## config.mk

```make
export PLATFORM = sky130hd
export DESIGN_NAME = pc_sequencer
export DESIGN_NICKNAME = d
export VERILOG_FILES = /design/src/rtl/pc_sequencer.sv
export SDC_FILE = /design/constraint.sdc
export NUM_CORES = 1
export LEC_CHECK = 0
export BUFFER_PORTS_ARGS = -buffer_cell sky130_fd_sc_hd__clkbuf_2
export CORE_MARGIN = 2
export CORE_UTILIZATION = 30
export DETAILED_ROUTE_END_ITERATION = 10
export SLEW_MARGIN = 20
export SYNTH_ARGS = -nofsm -noshare
export SYNTH_HDL_FRONTEND = slang
export SYNTH_SLANG_ARGS = --single-unit
```

## constraint.sdc

```tcl
create_clock -name clk -period 2.2 [get_ports clk]
set_clock_uncertainty 0.1 [all_clocks]
set_input_delay 0.22 -clock clk [delete_from_list [all_inputs] [get_ports clk]]
set_output_delay 0.22 -clock clk [all_outputs]
set_load 0.01 [all_outputs]
```

## src/rtl/pc_sequencer.sv

```systemverilog
// pc_sequencer: next-PC controller for the 5-stage MIPS pipeline.
//
// Chooses the npc value and the pc_en load strobe for the PC register.
// Redirects that arrive while fetch is blocked are buffered. EPC is held for
// eret, and flush_if squashes the IF/ID register when required.
//
// Ports:
//   clk          clock, all state updates on posedge
//   reset        synchronous reset, active low
//   pc           current PC from the PC register
//   stall        hazard-unit stall request
//   imem_ready   instruction memory can accept a fetch this cycle
//   br_taken     ID-stage branch resolved taken, target br_target
//   jump         ID-stage j/jal/jr, target jump_target
//   exc          MEM-stage exception request, exc_pc = excepting PC
//   eret         MEM-stage eret
//   npc          next PC to the PC register
//   pc_en        PC register load enable
//   flush_if     squash IF/ID this cycle
//   epc          saved exception PC
//   state        FSM state (debug)
//
// state | meaning
// ------+-----------------------------------------------------------------
// RUN   | sequential fetch; live redirects taken if fetch is possible
// PEND  | a redirect is buffered, waiting for fetch to be possible
// FLUSH | one cycle after an exc/eret load; branch/jump inputs are stale
module pc_sequencer #(
    parameter logic [31:0] RESET_PC   = 32'h0000_3000,
    parameter logic [31:0] EXC_VECTOR = 32'h0000_4180,
    parameter bit          DELAY_SLOT = 1'b1
) (
    input  logic        clk,
    input  logic        reset,
    input  logic [31:0] pc,
    input  logic        stall,
    input  logic        imem_ready,
    input  logic        br_taken,
    input  logic [31:0] br_target,
    input  logic        jump,
    input  logic [31:0] jump_target,
    input  logic        exc,
    input  logic [31:0] exc_pc,
    input  logic        eret,
    output logic [31:0] npc,
    output logic        pc_en,
    output logic        flush_if,
    output logic [31:0] epc,
    output logic [1:0]  state
);

    localparam logic [1:0] RUN   = 2'd0;
    localparam logic [1:0] PEND  = 2'd1;
    localparam logic [1:0] FLUSH = 2'd2;

    logic [1:0]  state_q, state_d;
    logic [31:0] epc_q;
    logic [31:0] pend_tgt_q, pend_tgt_d;
    logic        pend_sys_q, pend_sys_d;

    logic        fetch_ok;
    logic        live_sys, live_bj;
    logic [31:0] live_sys_tgt, live_bj_tgt, pc_inc;
    logic        take, tgt_sys;
    logic [31:0] tgt;

    always_comb begin
        // exc/eret may bypass a stall, but nothing bypasses imem_ready
        fetch_ok     = imem_ready & (~stall | exc | eret);
        live_sys     = exc | eret;
        live_sys_tgt = exc ? EXC_VECTOR : epc_q;
        live_bj      = jump | br_taken;
        live_bj_tgt  = jump ? jump_target : br_target;
        pc_inc       = pc + 32'd4;

        npc        = pc_inc;
        pc_en      = fetch_ok;
        flush_if   = 1'b0;
        state_d    = RUN;
        pend_tgt_d = pend_tgt_q;
        pend_sys_d = pend_sys_q;

        case (state_q)
            PEND: begin
                // a new exc/eret replaces the buffered target; branch/jump cannot
                take    = 1'b1;
                tgt     = live_sys ? live_sys_tgt : pend_tgt_q;
                tgt_sys = live_sys | pend_sys_q;
            end
            FLUSH: begin
                take    = live_sys;
                tgt     = live_sys_tgt;
                tgt_sys = 1'b1;
            end
            default: begin
                take    = live_sys | live_bj;
                tgt     = live_sys ? live_sys_tgt : live_bj_tgt;
                tgt_sys = live_sys;
            end
        endcase

        if (take) begin
            npc = tgt;
            if (fetch_ok) begin
                flush_if   = tgt_sys | (DELAY_SLOT == 1'b0);
                state_d    = tgt_sys ? FLUSH : RUN;
                pend_tgt_d = '0;
                pend_sys_d = 1'b0;
            end else begin
                state_d    = PEND;
                pend_tgt_d = tgt;
                pend_sys_d = tgt_sys;
            end
        end

        if (!reset) begin
            npc      = RESET_PC;
            pc_en    = 1'b0;
            flush_if = 1'b0;
        end
    end

    always_ff @(posedge clk) begin
        if (!reset) begin
            state_q    <= RUN;
            epc_q      <= '0;
            pend_tgt_q <= '0;
            pend_sys_q <= 1'b0;
        end else begin
            state_q    <= state_d;
            pend_tgt_q <= pend_tgt_d;
            pend_sys_q <= pend_sys_d;
            if (exc) begin
                epc_q <= exc_pc;
            end
        end
    end

    assign epc   = epc_q;
    assign state = state_q;

endmodule

```

==> out/qor.yml, run 1 <==
setup_viol: 33
synth_nets: 719
layout-drive-gt1-share: 0.504
ctsLongestPathBuffers: 2
synth_seq_cells: 67
worstPathRequired_ns: 1.88
mostFrequentLayoutCell: "clkbuf_2"
drc: 0
dpl.hpwl_mm: 13.6
yosysSeqAreaShare: 0.295
clk_pin_slew_ns: 0.06
critPathMaxFanout: 6
grt_pass1_vias: 5256
cts_tree: "done"
dp_cells: 1016
grt_start_max_net_pins: 32
grt-ovfl-total: 0
antenna_found_initial: 0
h-tree-depth: 3
grt_use_total: 0.224
num_vias: 5625
violations: "negative setup slack"
hold_path.class: "primary input to flip-flop"
die_area_um2: 16100
cp.arrival_ns: 2.28
vias_per_cell: 5.32
initial_core_util: 0.310
final_antenna_net_count: 0
holdBufCountCts: 0
report.power.total_uw: 5150
clk_latency_ns: 0.34
async_reset_ff_frac: 0
numCtsBuffers: 9
finalCriticalPeriod_ns: 2.60
start_kind: "flip-flop"
drtPass1Iterations: 5
status: "finished, violations left"
place.gp.congestion: 0.853
n_antenna_cell: 0
grt_pass1_wl_mm: 28.3
ios: 204
finalNonFillerCells: 1057
final_cell_mix: "179 x clkbuf_2, 92 x buf_4, 65 x dfxtp_1"
end_kind: "output port"
synth-edff-count: 0
drv_slew: 0
synth_cell_types: 48
die_x_um: 127
p_leak_uw: 0.00346
fin_nets: 1007
vdd_ir_drop_max_mv: 0.417
max_freq_mhz: 385
hold_violations: 0
yosysWarnings: 0
ys.flop_type: "dfxtp_1"
cts_num_sinks: 67
rsz0062_at_grt: "true"
postSynthCellCount: 580
initialDrtViolationCount: 382
wl_mm: 18.8
wl_per_cell_um: 17.8
fillCellCount: 1361
drv_cap: 0
core-area_um2: 14600
fin_crit_sh: 1.18
port_buffers: 203
cts_root_buf: "clkbuf_16"
worst-setup-path-type: "flip-flop to output port"
worst_pin_slew_ns: 0.847
max-slew-margin-rel: 0.433
fin_ws_ns: -0.399
power_density_nw_per_um2: 655
area_growth_pct: 73.0
postSynthAreaPerCell_um2: 7.84
synth.cell_area_um2: 4540
rows: 44
dieHeight_um: 127
## sequential cells by signal (all words and copies together), names as in the netlist
signal,flops
epc,32
state,2
pend_tgt_q,32
pend_sys_q,1
## cell usage after synthesis, drive strengths merged, types with 3 or more instances
| library cell | count | area [um2] |
|---|---|---|
| a21oi | 60 | 300 |
| clkbuf | 33 | 124 |
| a221oi | 27 | 236 |
| and3 | 7 | 45.1 |
| o21ai | 17 | 85.1 |
| nor4 | 7 | 43.8 |
| nand3 | 17 | 90.1 |
| nor3 | 34 | 170 |
| or4 | 12 | 93.8 |
| xnor2 | 10 | 87.6 |
| mux2i | 64 | 641 |
| or3 | 4 | 25.0 |
| dfxtp | 67 | 1340 |
| ha | 3 | 37.5 |
| xor2 | 3 | 26.3 |
| nand2 | 45 | 169 |
| nand4 | 5 | 31.3 |
| nor2 | 45 | 169 |
| a311oi | 14 | 129 |
| nor2b | 29 | 181 |
| o31ai | 12 | 90.1 |
| buf | 20 | 105 |
| a211oi | 14 | 105 |
| inv | 9 | 33.8 |
## report_power, final
group          leakage [uW]  switching (uW)  internal (uW)
Combinational       0.00277            1190           1160
Sequential         0.000550            49.9           1310
Clock              0.000141             572            873
## kinds of logic (layout without fill, tap and decap cells)
| kind of cell | after synthesis | in the layout | share of synthesized area |
|---|---|---|---|
| simple gates | 213 | 213 | 0.238 |
| compound gates | 158 | 162 | 0.235 |
| flops | 67 | 67 | 0.295 |
| mux | 64 | 64 | 0.141 |
| buf+inv | 62 | 351 | 0.0578 |
| xor+xnor | 13 | 13 | 0.0251 |
| fa+ha+maj | 3 | 3 | 0.00826 |
## per-layer routing
metal  track usage  up-vias  routed length, um
li1              -     2769                  -
met1         0.306     2656               8710
met2         0.367      179               9020
met3        0.0314       21                818
met4        0.0685        0                297
met5             0        -                  0
## worst max-delay path: stages, from the launching register on
cell	delay, ns
dfxtp_2	0.33
inv_2	0.04
ha_4	0.29
nor3b_4	0.26
buf_6	0.15
a22o_4	0.23
buf_12	0.18
a221oi_4	0.06
a211oi_4	0.23
buf_2	0.17
## area by class of cell
type | instances | area (um2) | area share
multi-input cells | 455 | 3740 | 0.475
repair buffers | 326 | 2220 | 0.282
flip-flops and latches | 67 | 1340 | 0.171
well taps | 184 | 230 | 0.0293
clock buffers | 9 | 225 | 0.0286
clock inverters | 7 | 68.8 | 0.00875
inverters | 9 | 35.0 | 0.00446
## repair_timing
item	in CTS	in global routing
gates cloned	7	1
pin swaps	23	21
resized for setup	63	77
endpoints found under the setup margin	33	47
buffers inserted	18	9
## final timing paths
check / startpoint / slack [ns] / to / cells after the start
setup / recovery: state[0] / -0.40 / npc[16] / 9
hold / removal: exc_pc[16] / 0.02 / epc[16] / 3
setup reg to reg: state[0] / 0.08 / pend_tgt_q[30] / 9
hold reg to reg: pend_tgt_q[12] / 0.35 / pend_tgt_q[12] / 2
## metrics by stage
step	utilization	hold WS (ns)	instance area [um2]	setup TNS (ns)	setup WS [ns]
6_report	0.537	0.0176	7860	-10.74	-0.399
5_1_grt	0.537	0.0157	7860	-12.63	-0.445
4_1_cts	0.512	0.0118	7500	-10.48	-0.371
3_5_place_dp	0.454	0.345	6650	-4.70	-0.206
3_3_place_gp	0.454	0.342	6650	-4.09	-0.229
2_1_floorplan	-	0.261	4780	-0.0532	-0.0214
Note: power is estimated with default switching activity, not from simulation.
==> run 2: changes to the inputs <==
CORE_ASPECT_RATIO = 2   (was unset)
CORE_MARGIN = 10   (was 2)
GPL_TIMING_DRIVEN = 0   (was unset)
==> run 2 against run 1 <==
- the run still ends with negative setup slack left
- critical path type unchanged
- largest cell class unchanged
- cell count decreased by 3.6%
- setup slack got worse by 0.10 ns
- maximum frequency decreased by 3.7%
- sequential power about the same
- die area increased by 29%
- register-to-register slack got worse by 0.16 ns
- largest power group unchanged
- worst hold slack got worse by 0.012 ns
==> out/qor.yml, run 2 (same netlist as run 1, synthesis figures left out) <==
drv_cap: 0  # unchanged
worst-setup-path-type: "flip-flop to output port"  # unchanged
vdd_ir_drop_max_mv: 0.358  # was 0.417 mV
max_freq_mhz: 370  # was 385 MHz
holdBufCountCts: 0  # unchanged
grt_use_total: 0.217  # was 0.224
endpoint: "npc[7]"  # was npc[16]
ctsLongestPathBuffers: 2  # unchanged
dpl.hpwl_mm: 18.2  # was 13.6 mm
power_density_nw_per_um2: 705  # was 655 nW/um2
final_cell_mix: "184 x clkbuf_2, 65 x dfxtp_1, 58 x a21oi_1"  # was 179 x clkbuf_2, 92 x buf_4, 65 x dfxtp_1
end_kind: "output port"  # unchanged
rsz0062_at_grt: "true"  # unchanged
wl_per_cell_um: 23.3  # was 17.8 um
cts_tree: "done"  # unchanged
antenna_found_initial: 0  # unchanged
critPathMaxFanout: 10  # was 6
port_buffers: 201  # was 203
die_area_um2: 20800  # was 16100 um2
clk_latency_ns: 0.34  # about the same
finalNonFillerCells: 1019  # was 1057
n_antenna_cell: 0  # unchanged
num_vias: 5740  # was 5625
start_kind: "flip-flop"  # unchanged
cp-startpoint: "state[0]"  # unchanged
ff2ff_setup_slack_ns: -0.08  # was 0.08 ns
hold_violations: 0  # unchanged
reg2reg_from: "state[0]"  # unchanged
worstPathRequired_ns: 1.88  # about the same
core-area_um2: 14800  # was 14600 um2
ios: 204  # unchanged
grt_pass1_vias: 5928  # was 5256
numCtsBuffers: 9  # unchanged
fin_nets: 959  # was 1007
rows: 63  # was 44
place.gp.congestion: 0.939  # was 0.853
timing.rr.end: "pend_tgt_q[13]"  # was pend_tgt_q[30]
finalSetupTns_ns: -14.62  # was -10.74 ns
grt_start_max_net_pins: 12  # was 32
fin_crit_sh: 1.23  # was 1.18
dp_cells: 976  # was 1016
pre_cts_ws_ns: -0.811  # was -0.206 ns
hold_path.class: "primary input to flip-flop"  # unchanged
dieHeight_um: 194  # was 127 um
status: "finished, violations left"  # unchanged
die_x_um: 107  # was 127 um
max-slew-margin-rel: 0.441  # was 0.433
drc: 0  # unchanged
final_antenna_net_count: 0  # unchanged
grt-ovfl-total: 0  # unchanged
timing.hold.ws_ns: 0.00515  # was 0.0176 ns
h-tree-depth: 3  # unchanged
fin_ws_ns: -0.499  # was -0.399 ns
mostFrequentLayoutCell: "clkbuf_2"  # unchanged
initial_core_util: 0.307  # was 0.310
cp.arrival_ns: 2.38  # was 2.28 ns
drtPass1Iterations: 5  # unchanged
grt_pass1_wl_mm: 34.7  # was 28.3 mm
clk_pin_slew_ns: 0.06  # about the same
layout-drive-gt1-share: 0.449  # was 0.504
p_leak_uw: 0.00316  # was 0.00346 uW
violations: "negative setup slack"  # unchanged
multi_input_area_um2: 3780  # was 3740 um2
finalCriticalPeriod_ns: 2.70  # was 2.60 ns
setup_viol: 49  # was 33
register_area_um2: 1340  # unchanged
vias_per_cell: 5.63  # was 5.32
wl_mm: 23.7  # was 18.8 mm
fillCellCount: 1476  # was 1361
rr_worst_depth: 10  # was 9
cts_num_sinks: 67  # unchanged
drv_slew: 0  # unchanged
area_growth_pct: 65.0  # was 73.0%
worst_pin_slew_ns: 0.838  # was 0.847 ns
initialDrtViolationCount: 289  # was 382
cts_root_buf: "clkbuf_16"  # unchanged
run 2: cell count changes in the layout (fill, tap and decap cells not counted), sizes merged:
cell,previous run,this run
inv,8,9
clkinv,5,1
bufbuf,1,0
nand2,45,46
clkinvlp,2,1
buf,145,72
clkbuf,189,219
a22o,5,1
bufinv,1,3
run 2: metal layers:
| layer | vias to the layer above | global-route usage | wire length (um) |
|---|---|---|---|
| li1 | 2656 | - | - |
| met5 | - | 0 | 0 |
| met2 | 252 | 0.413 | 13200 |
| met4 | 0 | 0.158 | 1880 |
| met3 | 81 | 0.0423 | 1290 |
| met1 | 2751 | 0.191 | 7380 |
run 2: timing repair:
item                                    4_1_cts  5_1_grt
buffers inserted                             17        6
gates resized for setup                     132       63
pin swaps                                    25       20
endpoints found under the setup margin       68       66
cloned                                        6        1
run 2: power by group:
part           switching (uW)  leakage, uW  internal (uW)
logic                    1260      0.00245           1010
registers                54.1     0.000550           1310
clock network             561     0.000159           1100
total                    1870      0.00316           3410
run 2: how the worst min path moves through the flow:
stage / startpoint / end / cells after the start
after floorplan: exc_pc[0] / epc[0] / 2
after global placement: pend_tgt_q[12] / pend_tgt_q[12] / 2
after detailed placement: pend_tgt_q[12] / pend_tgt_q[12] / 2
after CTS: exc_pc[30] / epc[30] / 3
after global routing: exc_pc[18] / epc[18] / 3
final: exc_pc[30] / epc[30] / 3
run 2: final cells by class:
cell class	count	share of cell area
buffer	52	0.0584
clock buffer	10	0.0305
clock inverter	5	0.0137
inverter	9	0.00451
multi-input combinational	452	0.504
sequential	67	0.179
tap	195	0.0325
timing repair buffer	229	0.177
run 2: critical path, stage by stage, from the launching register on:
cell,delay [ns]
dfxtp_2,0.34
inv_2,0.05
ha_4,0.31
nor3b_4,0.22
a22o_1,0.22
buf_8,0.18
buf_12,0.18
a211oi_2,0.08
a311oi_4,0.27
buf_2,0.19
run 2: stage by stage:
stage,cell area [um2],total power [uW],util
after floorplan,4780,2320,-
after global placement,6030,2930,0.407
after detailed placement,6030,2940,0.407
after CTS,7320,5170,0.494
after global routing,7500,5470,0.506
final,7500,5280,0.506
==> run 3: changes to the inputs <==
CTS_BUF_LIST = sky130_fd_sc_hd__clkbuf_16   (was unset)
==> run 3 against run 2 <==
- the run still ends with negative setup slack left
- critical path depth did not move
- register-to-register slack about the same
- die area did not move
- combinational power about the same
- flip-flop and latch count unchanged
- first-iteration DRC count increased by 0.69%
- power hardly changed
- count of clock-buffer cells in the layout is 1 lower
- utilization unchanged
- non-clock buffer count did not move
- highest routed layer unchanged
- final area stayed put
- setup slack lost 0.0011 ns
==> out/qor.yml, run 3 (same netlist as run 1, synthesis figures left out) <==
status: "finished, violations left"  # unchanged
violations: "negative setup slack"  # unchanged
worst-setup-path-type: "flip-flop to output port"  # unchanged
reg2reg_from: "state[0]"  # unchanged
final_antenna_net_count: 0  # unchanged
layout-drive-gt1-share: 0.449  # unchanged
grt_start_max_net_pins: 12  # unchanged
max-slew-margin-rel: 0.441  # unchanged
min_to: "epc[30]"  # unchanged
p_leak_uw: 0.00316  # about the same
drc: 0  # unchanged
power_density_nw_per_um2: 704  # was 705 nW/um2
initialDrtViolationCount: 291  # was 289
final_cell_area_um2: 7500  # unchanged
wl_mm: 23.7  # about the same
die_x_um: 107  # unchanged
worst_pin_slew_ns: 0.838  # about the same
path_delay_family: "buffers and inverters"  # unchanged
rows: 63  # unchanged
setup_viol: 49  # unchanged
cts_root_buf: "clkbuf_16"  # unchanged
drv_cap: 0  # unchanged
final_cell_mix: "184 x clkbuf_2, 65 x dfxtp_1, 58 x a21oi_1"  # unchanged
min_from: "exc_pc[30]"  # unchanged
area_growth_pct: 65.0  # unchanged
grt-ovfl-total: 0  # unchanged
fin_ws_ns: -0.500  # was -0.499 ns
hold_violations: 0  # unchanged
ctsLongestPathBuffers: 2  # unchanged
clk_pin_slew_ns: 0.06  # about the same
crit_path_max_incr_delay_ns: 0.34  # about the same
wl_per_cell_um: 23.3  # about the same
fin_crit_sh: 1.23  # about the same
dieHeight_um: 194  # unchanged
hold_path.class: "primary input to flip-flop"  # unchanged
cts_tree: "done"  # unchanged
cp_slowest_cell: "dfxtp_2"  # unchanged
critPathMaxFanout: 10  # unchanged
ff2ff_setup_slack_ns: -0.08  # about the same
h-tree-depth: 3  # unchanged
fin_nets: 959  # unchanged
vias_per_cell: 5.64  # was 5.63
num_vias: 5743  # was 5740
antenna_found_initial: 0  # unchanged
die_area_um2: 20800  # unchanged
timing.rr.end: "pend_tgt_q[13]"  # unchanged
rr_worst_depth: 10  # unchanged
holdBufCountCts: 0  # unchanged
worstHoldPathCells: 3  # unchanged
mostFrequentLayoutCell: "clkbuf_2"  # unchanged
fillCellCount: 1476  # unchanged
vdd_ir_drop_max_mv: 0.358  # about the same
dpl_cell_area_um2: 6030  # unchanged
max_freq_mhz: 370  # about the same
worstPathRequired_ns: 1.88  # about the same
end_kind: "output port"  # unchanged
critPathBufInv: 4  # unchanged
rsz0062_at_grt: "true"  # unchanged
core-area_um2: 14800  # unchanged
finalCriticalPeriod_ns: 2.70  # about the same
grt_pass1_vias: 5928  # unchanged
place.gp.congestion: 0.939  # unchanged
drtPass1Iterations: 5  # unchanged
dpl.hpwl_mm: 18.2  # unchanged
cts_num_sinks: 67  # unchanged
path_cells: "inv_2 > ha_4 > nor3b_4 > a22o_1 > buf_8 > buf_12 > a211oi_2 > a311oi_4 > buf_2"  # unchanged
post-route-util: 0.506  # unchanged
ios: 204  # unchanged
pre_cts_ws_ns: -0.811  # unchanged
drv_slew: 0  # unchanged
numCtsBuffers: 9  # unchanged
initial_core_util: 0.307  # unchanged
port_buffers: 201  # unchanged
clk_latency_ns: 0.34  # about the same
cp.arrival_ns: 2.38  # about the same
n_antenna_cell: 0  # unchanged
grt_use_total: 0.217  # unchanged
grt_pass1_wl_mm: 34.7  # unchanged
start_kind: "flip-flop"  # unchanged
run 3: final cells by class:
type                       count  area [um2]  area share
multi-input combinational    452        3780       0.504
sequential                    67        1340       0.179
timing repair buffer         229        1330       0.177
buffer                        52         438      0.0584
tap                          195         244      0.0325
clock buffer                   9         225      0.0300
clock inverter                 6         106      0.0142
inverter                       9        33.8     0.00451
run 3: stage by stage:
step	TNS, ns	power, uW	hold WS, ns	std cells
after detailed placement	-34.68	2940	0.342	976
after global placement	-36.05	2930	0.337	976
after floorplan	-0.0532	2320	0.261	580
after CTS	-13.76	5160	0.00448	1014
after global routing	-18.90	5470	0.0191	1019
final	-14.64	5280	0.00500	1019
run 3: worst max path at each step:
stage / endpoint / slack, ns / cells past startpoint / start
floorplan: npc[7] / -0.02 / 8 / state[0]
CTS: npc[2] / -0.49 / 9 / state[0]
detailed placement: npc[2] / -0.81 / 7 / eret
finish: npc[7] / -0.50 / 9 / state[0]
global route: npc[24] / -0.55 / 9 / state[0]
global placement: npc[2] / -0.80 / 7 / eret
run 3: repair_timing:
item                                   CTS  global route
setup buffers                           17             6
gates resized for setup                132            63
gates cloned                             6             1
pin swaps                               25            20
endpoints found under the hold margin    0             0
setup endpoints to repair               68            66
run 3: worst reg2reg max path: stages (launching register included):
cell	delay, ns
dfxtp_2	0.34
inv_2	0.05
ha_4	0.24
nor3b_4	0.16
buf_4	0.15
buf_6	0.11
a222oi_1	0.38
buf_4	0.28
buf_8	0.15
buf_4	0.11
a31o_2	0.14
run 3: report_power, final:
part	internal, uW	switching [uW]
Combinational	1010	1250
Clock	1090	564
Sequential	1310	54.1
run 3: metal layers:
layer  wire [um]  global-route usage
met3        1260              0.0423
met1        7390               0.191
met2       13200               0.413
met4        1880               0.158
met5           0                   0
